==> config.mk <==
export PLATFORM = sky130hd
export DESIGN_NAME = ex_stage
export DESIGN_NICKNAME = d
export VERILOG_FILES = /design/src/rtl/ex_stage_pkg.sv /design/src/rtl/ex_stage_div.sv /design/src/rtl/ex_stage.sv
export SDC_FILE = /design/constraint.sdc
export NUM_CORES = 2
export LEC_CHECK = 0
export ABC_AREA = 0
export BUFFER_PORTS_ARGS = -buffer_cell sky130_fd_sc_hd__buf_2
export CAP_MARGIN = 20
export CORE_MARGIN = 5
export CORE_UTILIZATION = 35
export CTS_CLUSTER_SIZE = 28
export DETAILED_ROUTE_END_ITERATION = 16
export GPL_TIMING_DRIVEN = 0
export PLACE_DENSITY = 0.48
export SKIP_CTS_REPAIR_TIMING = 1
export SYNTH_ARGS = -nofsm -noshare
export SYNTH_HDL_FRONTEND = slang
export SYNTH_SLANG_ARGS = --single-unit
==> constraint.sdc <==
create_clock -name clk -period 28.3 [get_ports clk]
set_input_delay 4.245 -clock clk [delete_from_list [all_inputs] [get_ports clk]]
set_output_delay 4.245 -clock clk [all_outputs]
set_load 0.1 [all_outputs]
==> src/rtl/ex_stage_pkg.sv <==
// ex_stage_pkg: shared bus layouts, widths and divider state encoding for the EX stage
package ex_stage_pkg;
  localparam int ID_BUS_LEN = 158;
  localparam int EX_BUS_LEN = 76;
  localparam int EX_FWD_LEN = 39;
  localparam int ST_B = 0;
  localparam int ST_H = 1;
  localparam int ST_W = 2;
  typedef enum logic [1:0] {
    DIV_IDLE = 2'd0,
    DIV_CALC = 2'd1,
    DIV_DONE = 2'd2
  } div_state_t;
  typedef struct packed {
    logic [11:0] alu_op;
    logic [31:0] src1;
    logic [31:0] src2;
    logic        mul;
    logic        div;
    logic [31:0] rkd;
    logic        mem_en;
    logic [2:0]  st_ctrl;
    logic [4:0]  ld_ctrl;
    logic        rf_we;
    logic        res_from_mem;
    logic [4:0]  waddr;
    logic [31:0] pc;
  } id_bus_t;
endpackage

==> src/rtl/ex_stage_div.sv <==
// ex_stage_div: iterative restoring divider, one quotient bit per cycle, with its own FSM.
//  clk, reset     : clock, async active-high reset (aborts any division in flight)
//  start          : instruction in EX needs a division (sampled only in IDLE)
//  sgn            : signed operation (div.w / mod.w)
//  ack            : downstream accepted the result; DONE returns to IDLE
//  a, b           : dividend, divisor
//  done           : quotient/remainder valid and held
//  quotient, remainder : sign-corrected results
//  Optional DIV_EARLY_TERM_EN: skip CALC when |b| > |a| or b == 0.
module ex_stage_div import ex_stage_pkg::*; #(
  parameter int DIV_W = 32
) (
  input  logic             clk,
  input  logic             reset,
  input  logic             start,
  input  logic             sgn,
  input  logic             ack,
  input  logic [DIV_W-1:0] a,
  input  logic [DIV_W-1:0] b,
  output logic             done,
  output logic [DIV_W-1:0] quotient,
  output logic [DIV_W-1:0] remainder
);
  localparam int CW = $clog2(DIV_W);
  div_state_t state, state_n;
  logic [CW-1:0] cnt;
  logic [DIV_W-1:0] q, r, d, abs_a, abs_b, r_next;
  logic [DIV_W:0] shifted;
  logic neg_q, neg_r, dz, early, ge, last;
  assign abs_a = (sgn & a[DIV_W-1]) ? -a : a;
  assign abs_b = (sgn & b[DIV_W-1]) ? -b : b;
`ifdef DIV_EARLY_TERM_EN
  assign early = (abs_b > abs_a) | (b == '0);
`else
  assign early = 1'b0;
`endif
  // Partial remainder shifted left with the next dividend bit; the trial result is below d, so W bits suffice.
  assign shifted = {r, q[DIV_W-1]};
  assign ge = shifted >= {1'b0, d};
  assign r_next = ge ? shifted[DIV_W-1:0] - d : shifted[DIV_W-1:0];
  assign last = cnt == CW'(DIV_W - 1);
  always_comb begin
    state_n = state;
    unique case (state)
      DIV_IDLE: state_n = start ? (early ? DIV_DONE : DIV_CALC) : DIV_IDLE;
      DIV_CALC: state_n = last ? DIV_DONE : DIV_CALC;
      DIV_DONE: state_n = ack ? DIV_IDLE : DIV_DONE;
      default:  state_n = DIV_IDLE;
    endcase
  end
  always_ff @(posedge clk or posedge reset) begin
    if (reset) begin
      state <= DIV_IDLE;
      cnt   <= '0;
      q     <= '0;
      r     <= '0;
      d     <= '0;
      neg_q <= 1'b0;
      neg_r <= 1'b0;
      dz    <= 1'b0;
    end else begin
      state <= state_n;
      if (state == DIV_IDLE && start) begin
        cnt   <= '0;
        q     <= early ? '0 : abs_a;
        r     <= early ? abs_a : '0;
        d     <= abs_b;
        neg_q <= sgn & (a[DIV_W-1] ^ b[DIV_W-1]);
        neg_r <= sgn & a[DIV_W-1];
        dz    <= b == '0;
      end else if (state == DIV_CALC) begin
        cnt <= cnt + 1'b1;
        q   <= {q[DIV_W-2:0], ge};
        r   <= r_next;
      end
    end
  end
  // Divide-by-zero forces an all-ones quotient regardless of signs; remainder falls out as the dividend.
  assign done      = state == DIV_DONE;
  assign quotient  = dz ? '1 : (neg_q ? -q : q);
  assign remainder = neg_r ? -r : r;
endmodule

==> src/rtl/ex_stage.sv <==
// ex_stage: LoongArch32 execute stage - payload register, ALU/MUL/DIV, data-SRAM request, EX->MEM bus.
//  clk, reset       : clock, async active-high reset
//  IDreg_valid      : decode holds a valid instruction
//  ID_ready_go      : decode may hand over
//  IDreg_bus        : decoded instruction (id_bus_t layout)
//  MEM_allow_in     : MEM can accept
//  EX_allow_in      : EX can latch a new instruction
//  EX_ready_go      : EX result complete (low while dividing)
//  EXreg_valid      : qualifies EXreg_bus
//  EXreg_bus        : {ld_ctrl, res_from_mem, rf_we, waddr, pc, result}
//  data_sram_*      : data SRAM request (en, byte strobes, address, lane-replicated data)
//  EX_fwd           : {valid&rf_we, res_from_mem, waddr, result} to the hazard unit
//  Optional DIV_EARLY_TERM_EN is honoured by the divider.
module ex_stage import ex_stage_pkg::*; #(
  parameter int DIV_W = 32
) (
  input  logic                  clk,
  input  logic                  reset,
  input  logic                  IDreg_valid,
  input  logic                  ID_ready_go,
  input  logic [ID_BUS_LEN-1:0] IDreg_bus,
  input  logic                  MEM_allow_in,
  output logic                  EX_allow_in,
  output logic                  EX_ready_go,
  output logic                  EXreg_valid,
  output logic [EX_BUS_LEN-1:0] EXreg_bus,
  output logic                  data_sram_en,
  output logic [3:0]            data_sram_we,
  output logic [31:0]           data_sram_addr,
  output logic [31:0]           data_sram_wdata,
  output logic [EX_FWD_LEN-1:0] EX_fwd
);
  id_bus_t p;
  logic ex_valid, div_done, take;
  logic [31:0] s1, s2, sum, sra, alu_res, mul_res, div_res, result, quo, rem;
  logic [63:0] prod;
  logic [3:0] we_raw;
  assign take = IDreg_valid & ID_ready_go;
  assign EX_ready_go = ~(ex_valid & p.div & ~div_done);
  assign EX_allow_in = ~ex_valid | (EX_ready_go & MEM_allow_in);
  assign EXreg_valid = ex_valid & EX_ready_go;
  always_ff @(posedge clk or posedge reset) begin
    if (reset) begin
      ex_valid <= 1'b0;
      p        <= '0;
    end else if (EX_allow_in) begin
      ex_valid <= take;
      if (take) p <= IDreg_bus;
    end
  end
  assign s1  = p.src1;
  assign s2  = p.src2;
  assign sum = s1 + s2;
  assign sra = $signed(s1) >>> s2[4:0];
  assign alu_res = ({32{p.alu_op[0]}}  & sum)
                 | ({32{p.alu_op[1]}}  & (s1 - s2))
                 | ({32{p.alu_op[2]}}  & {31'd0, $signed(s1) < $signed(s2)})
                 | ({32{p.alu_op[3]}}  & {31'd0, s1 < s2})
                 | ({32{p.alu_op[4]}}  & (s1 & s2))
                 | ({32{p.alu_op[5]}}  & ~(s1 | s2))
                 | ({32{p.alu_op[6]}}  & (s1 | s2))
                 | ({32{p.alu_op[7]}}  & (s1 ^ s2))
                 | ({32{p.alu_op[8]}}  & (s1 << s2[4:0]))
                 | ({32{p.alu_op[9]}}  & (s1 >> s2[4:0]))
                 | ({32{p.alu_op[10]}} & sra)
                 | ({32{p.alu_op[11]}} & s2);
  // Low 64 bits of the product of 64-bit extended operands equal the exact signed/unsigned product.
  assign prod = {{32{p.alu_op[1] & s1[31]}}, s1} * {{32{p.alu_op[1] & s2[31]}}, s2};
  assign mul_res = p.alu_op[0] ? prod[31:0] : prod[63:32];
  ex_stage_div #(.DIV_W(DIV_W)) div_unit (
    .clk       (clk),
    .reset     (reset),
    .start     (ex_valid & p.div),
    .sgn       (p.alu_op[0] | p.alu_op[2]),
    .ack       (MEM_allow_in),
    .a         (s1),
    .b         (s2),
    .done      (div_done),
    .quotient  (quo),
    .remainder (rem)
  );
  assign div_res = (p.alu_op[2] | p.alu_op[3]) ? rem : quo;
  assign result  = p.div ? div_res : (p.mul ? mul_res : alu_res);
  assign data_sram_en    = ex_valid & p.mem_en;
  assign data_sram_addr  = sum;
  assign we_raw = p.st_ctrl[ST_W] ? 4'hF
                : p.st_ctrl[ST_H] ? (sum[1] ? 4'hC : 4'h3)
                : p.st_ctrl[ST_B] ? (4'h1 << sum[1:0]) : 4'h0;
  assign data_sram_we    = data_sram_en ? we_raw : 4'h0;
  assign data_sram_wdata = p.st_ctrl[ST_B] ? {4{p.rkd[7:0]}}
                         : p.st_ctrl[ST_H] ? {2{p.rkd[15:0]}} : p.rkd;
  assign EXreg_bus = {p.ld_ctrl, p.res_from_mem, p.rf_we, p.waddr, p.pc, result};
  assign EX_fwd    = {ex_valid & p.rf_we, p.res_from_mem, p.waddr, result};
endmodule
==> Yosys cells after proc, flatten, opt, wreduce, memory -nomap -nowiden <==
Cells that the tools add are included.
{ "classes": {"addsub": 8, "multipliers": 1, "n_lt_le_gt_ge": 3, "eq_ne": 3, "shift": 4, "mux": 27, "n_bitwise": 46, "reduce_logical": 5} }
{ "ops": {"columns": ["cell", "count"], "rows": [
  ["2-to-1 mux 32 bit", 16],
  ["bitwise OR 32 bit", 12],
  ["AND 32 bit", 11],
  ["negation 32 bit", 4],
  ["AND 32 x 1 -> 32 bit", 2],
  ["< comparator 32 bit", 2],
  ["multiplier 33 x 33 -> 64 bit", 1],
  ["subtractor 32 bit", 2],
  [">= comparator 33 x 32 -> 1 bit", 1],
  ["adder 32 bit", 1],
  ["zero test 32 bit", 1],
  ["NOT 32 bit", 1],
  ["left shift 32 x 5 -> 32 bit", 1],
  ["right shift 32 x 5 -> 32 bit", 1],
  [">>> shifter 32 x 5 -> 32 bit", 1],
  ["bitwise XOR 32 bit", 1],
  ["2-to-1 mux 4 bit", 5],
  ["AND 1 bit", 12],
  ["2-to-1 mux 5 bit", 2],
  ["case mux 2 bit (3 select lines)", 1],
  ["adder 5 x 1 -> 5 bit, second input constant", 1],
  ["== test 5 bit, second input constant", 1],
  ["2-to-1 mux 2 bit", 2],
  ["left shift 1 x 2 -> 4 bit, first input constant", 1],
  ["other kinds (10)", 14]
]} }
{ "totals": {"regBits": 265, "inputBits": 163, "out_inout_bits": 187} }

==> Depth between registers and ports, before layout <==
{ "depth": {"ltp_word": 15, "ltp_mapped": 37, "mapped_depth_nobuf": 30} }

==> Cells and area by module <==
From an unflattened synthesis, not the netlist that was laid out.
{ "unflattened": {"cells_unflattened": 7335, "area_unflattened_um2": 62535.0} }
{ "modules_own_cells": {"columns": ["module", "instances", "cells_each", "area_each_um2", "seq_area_each_um2"], "rows": [
  ["ex_stage", 1, 6251, 53849.1, 3978.8],
  ["ex_stage_div", 1, 1084, 8685.8, 2652.5]
]} }

==> Worst setup path before layout <==
No wires, ideal clock.
{ "synth_path": {"path_kind": "register -> output", "start": "register p, in the netlist s2[1]", "end": "output port EXreg_bus[28]", "arrival_ps": 11949, "required_time_ps": 24055, "slack_ps": 12106, "stages_incl_launch_ff": 34, "path_buffers": 7, "path_cell_list": "dfrtp_1 clkbuf_1 clkbuf_1 clkbuf_1 buf_1 clkbuf_1 nand3_1 inv_1 fa_1 fa_1 fa_1 inv_1 fa_1 inv_1 fa_1 fa_1 fa_1 inv_1 fa_1 inv_1 ha_1 clkbuf_1 a21oi_1 o21ai_0 a21o_1 a211o_1 nand4_1 nand3_1 o31a_1 a221o_1 a21o_1 mux2i_1 a311oi_1 buf_4"} }
{ "synth_between": {"elab_chain_len": 15, "word_cells_on_any_way": 25} }
{ "synth_lines": {"columns": ["item", "line", "rtl"], "rows": [
  ["from (decl)", "ex_stage.sv:33", "id_bus_t p;"],
  ["from (signal assigned)", "ex_stage.sv:48", "if (take) p <= IDreg_bus;"],
  ["adder 32 bit / subtractor 32 bit (equally long branches)", "ex_stage.sv:53, ex_stage.sv:56", null],
  ["AND 32 bit, on equally long branches", "ex_stage.sv:55, ex_stage.sv:56", null],
  ["bitwise OR 32 bit", "ex_stage.sv:56", "| ({32{p.alu_op[1]}} & (s1 - s2))"],
  ["bitwise OR 32 bit", "ex_stage.sv:57", "| ({32{p.alu_op[2]}} & {31'd0, $signed(s1) < $signed(s2)})"],
  ["bitwise OR 32 bit", "ex_stage.sv:58", "| ({32{p.alu_op[3]}} & {31'd0, s1 < s2})"],
  ["bitwise OR 32 bit", "ex_stage.sv:59", "| ({32{p.alu_op[4]}} & (s1 & s2))"],
  ["bitwise OR 32 bit", "ex_stage.sv:60", "| ({32{p.alu_op[5]}} & ~(s1 | s2))"],
  ["bitwise OR 32 bit", "ex_stage.sv:61", "| ({32{p.alu_op[6]}} & (s1 | s2))"],
  ["bitwise OR 32 bit", "ex_stage.sv:62", "| ({32{p.alu_op[7]}} & (s1 ^ s2))"],
  ["bitwise OR 32 bit", "ex_stage.sv:63", "| ({32{p.alu_op[8]}} & (s1 << s2[4:0]))"],
  ["bitwise OR 32 bit", "ex_stage.sv:64", "| ({32{p.alu_op[9]}} & (s1 >> s2[4:0]))"],
  ["bitwise OR 32 bit", "ex_stage.sv:65", "| ({32{p.alu_op[10]}} & sra)"],
  ["bitwise OR 32 bit", "ex_stage.sv:66", "| ({32{p.alu_op[11]}} & s2);"],
  ["2-to-1 mux 32 bit (*) (2 in a row)", "ex_stage.sv:83", "assign result = p.div ? div_res : (p.mul ? mul_res : alu_res);"],
  ["to (decl)", "ex_stage.sv:26", "output logic [EX_BUS_LEN-1:0] EXreg_bus,"]
]} }
Every way passes the cells marked *; elsewhere a longest branch is shown, timed or not.

==> Final worst setup path <==
{ "layout_path": {"start": "register p, in the netlist s2[1]", "end": "output port EXreg_bus[26]"} }
The elaborated chain is that of the path after synthesis.

==> flow_summary.ini <==
[synth]
muxShareOfSynthArea_pct = 4.092
synth_xor_xnor_area_share_pct = 3.749
syn_nets = 8982
synth_area_um2 = 61920
yosysSeqAreaShare_pct = 10.71
synth_top_family_by_area = adder cells
synth-async-reset-ratio_pct = 100.0
synth_compound_area_share_pct = 12.18
synth-simple-area-share_pct = 14.03
synthAdderAreaFrac_pct = 43.48
synthFlopType = dfrtp_1
ys.warnings.count = 0
synth_edf_count = 0
synth_seq_cells = 265
synthCells = 7344
yosysUniqueCellTypes = 84
syn_area_per_cell_um2 = 8.431

[die]
die_h_um = 430.6
core_um2 = 176100
dieArea_um2 = 185400
die-width_um = 430.6
start_util_pct = 35.16
rows = 154
io_pins = 350

[clock_tree]
root_buffer = clkbuf_16
cts_sinks = 265
cts_made_buffers = 39
insertion_delay_ns = 0.66
cts_tree = built
cts_buffer_depth = 3
path_clk_slew_ns = 0.06
htree_levels = 2

[setup_path]
worstPathArrival_ns = 16.92
critPathSlowestCell = buf_1
worstSetupStartpointType = flop
critPathKind = flop to output port
cp_max_fo = 10
regToRegStartpoint = s1[0]
path_delay_family = buffers and inverters
critPathMostFrequentCell = fa_1
r2r_end = div_unit.q[26]
worst_ep_required_time_ns = 24.05
rrSetupSlack_ns = 22.73
cp_num_buf_inv = 12
cp.depth = 32
cpPeakStageDelay_ns = 0.94
endpoint_kind = output port
worst_r2r_path_depth = 13

[finish]
final_common_cell = inv_1
final_area_um2 = 69630
final_cell_mix = inv_1, nand2_1, fa_1
areaGrowthSynthToFinish_pct = 12.46
drive_above_1_share_pct = 10.25
nets = 9481

[timing]
tns_ns = 0
skew_ns = 0.03897
slew_headroom_pct = 8.647
finalHoldViolCount = 0
worst_slew_pin_slew_ns = 1.370
max_freq_mhz = 47.24
period_share_pct = 74.80
layout_min_cycle_time_ns = 21.17
rsz0062_at_grt = false
finalSetupViolCount = 0
slew_viol_final = 0

[hold_path]
min_to = div_unit.d[9]
whs_path_depth = 2
worstHoldPathType = flop to flop
worstHoldStart = div_unit.d[9]

[job]
max-cap-violations = 0

[routing]
drt-total-wl_um = 366900
drt_iter0_drc = 6930
wl_per_cell_um = 35.86
antenna_left = 0
num_vias = 58850
dr.pass1.iters = 6
drc = 0
vias_per_cell = 5.750

[global_routing]
grt_overflow = 0
grt_pass1_vias = 59520
grt_max_degree = 95
grt_first_pass_wirelength_um = 498100
antenna_found_initial = 30
track_usage_pct = 38.96

[place]
io_buffers = 349
place_hpwl_um = 313300
gp_congestion = 1.107
dpl-instance-area_um2 = 68050

[run_status]
status = finished, final reports clean
-- layout make-up --
class                      instances  area (um2)
fill                           18450      106500
sequential                       265        6631
inverter                        1293        4861
antenna                           22       55.05
clock buffer                      48        1070
multi-input combinational       5234       48020
tap                             2340        2928
clock inverter                    22       287.8
timing repair buffer             458        3334
buffer                           552        2442
-- worst max-delay path by stage --
stage,from,end,slack [ns]
after detailed placement,s2[1],EXreg_bus[30],8.71
after global placement,s2[1],EXreg_bus[19],6.60
after floorplan,s2[1],EXreg_bus[28],12.11
after CTS,s2[1],EXreg_bus[30],7.99
after global routing,s2[1],EXreg_bus[30],7.29
final,s2[1],EXreg_bus[26],7.13
-- logic make-up after synthesis --
| kind of cell | count (synthesis) |
|---|---|
| buf+inv | 1845 |
| mux | 224 |
| fa+ha+maj | 1475 |
| xor+xnor | 265 |
| flops | 265 |
| compound gates | 1166 |
| simple gates | 2104 |
-- Yosys cell counts, drive strengths merged, types with 14 or more instances --
library cell	number	area (um2)
xnor2	228	1997
clkbuf	343	1287
or4	20	172.7
buf	209	1139
a211o	17	148.9
xor2	37	324.1
nor3	66	330.3
o21bai	25	187.7
and2	14	87.58
a21o	58	435.4
o221ai	16	140.1
fa	1128	22580
o21a	19	142.6
mux2	103	1160
or2	14	87.59
a22oi	16	120.1
or3	27	178.9
nand4	34	212.7
a222oi	19	190.2
o21ai	352	1762
inv	1274	4782
a221o	16	160.2
a31oi	65	406.6
and3	20	125.1
nand2	1154	4332
clkinv	19	71.32
a21oi	226	1131
o211ai	84	630.6
dfrtp	265	6631
ha	347	4342
o41ai	15	150.2
nor2b	14	87.58
o31ai	41	326.6
a211oi	38	290.3
mux2i	108	1081
a221oi	41	359.1
nor2	582	2190
o22ai	39	244.0
nand2b	32	200.2
nand3	104	520.5
-- flip-flops by register name, summed over array words and instances, names as in the netlist, 6 cells and up --
signal / count
EXreg_bus: 38
div_unit.q: 32
p: 50
div_unit.r: 32
s1: 32
div_unit.d: 32
EX_fwd: 6
s2: 32
-- metrics by stage --
| stage | utilization [%] | hold WS [ns] | std cells | setup slack, ns |
|---|---|---|---|---|
| 4_1_cts | 39.41 | 0.4863 | 10200 | 7.994 |
| 3_3_place_gp | 37.81 | 0.4664 | 10030 | 6.596 |
| 3_5_place_dp | 38.64 | 0.4737 | 10130 | 8.713 |
| 5_1_grt | 39.51 | 0.5100 | 10220 | 7.293 |
| 6_report | 39.54 | 0.4799 | 10230 | 7.132 |
| 2_1_floorplan | - | 0.4498 | 7344 | 12.11 |
-- routing by layer --
metal | GRT usage, % | share of wire [%] | vias up
li1 | - | - | 24140
met1 | 49.84 | 39 | 30430
met2 | 57.31 | 42 | 3444
met3 | 11.34 | 10 | 820
met4 | 25.57 | 8.3 | 16
met5 | 0 | 0.026 | -
-- worst min-delay path: stages (launching register included) --
cell	delay (ns)
dfrtp_1	0.34
nand2_1	0.05
o21ai_0	0.06
Power is not shown: default switching activity piles up to over one toggle a cycle in this logic, so the estimate is an artifact.
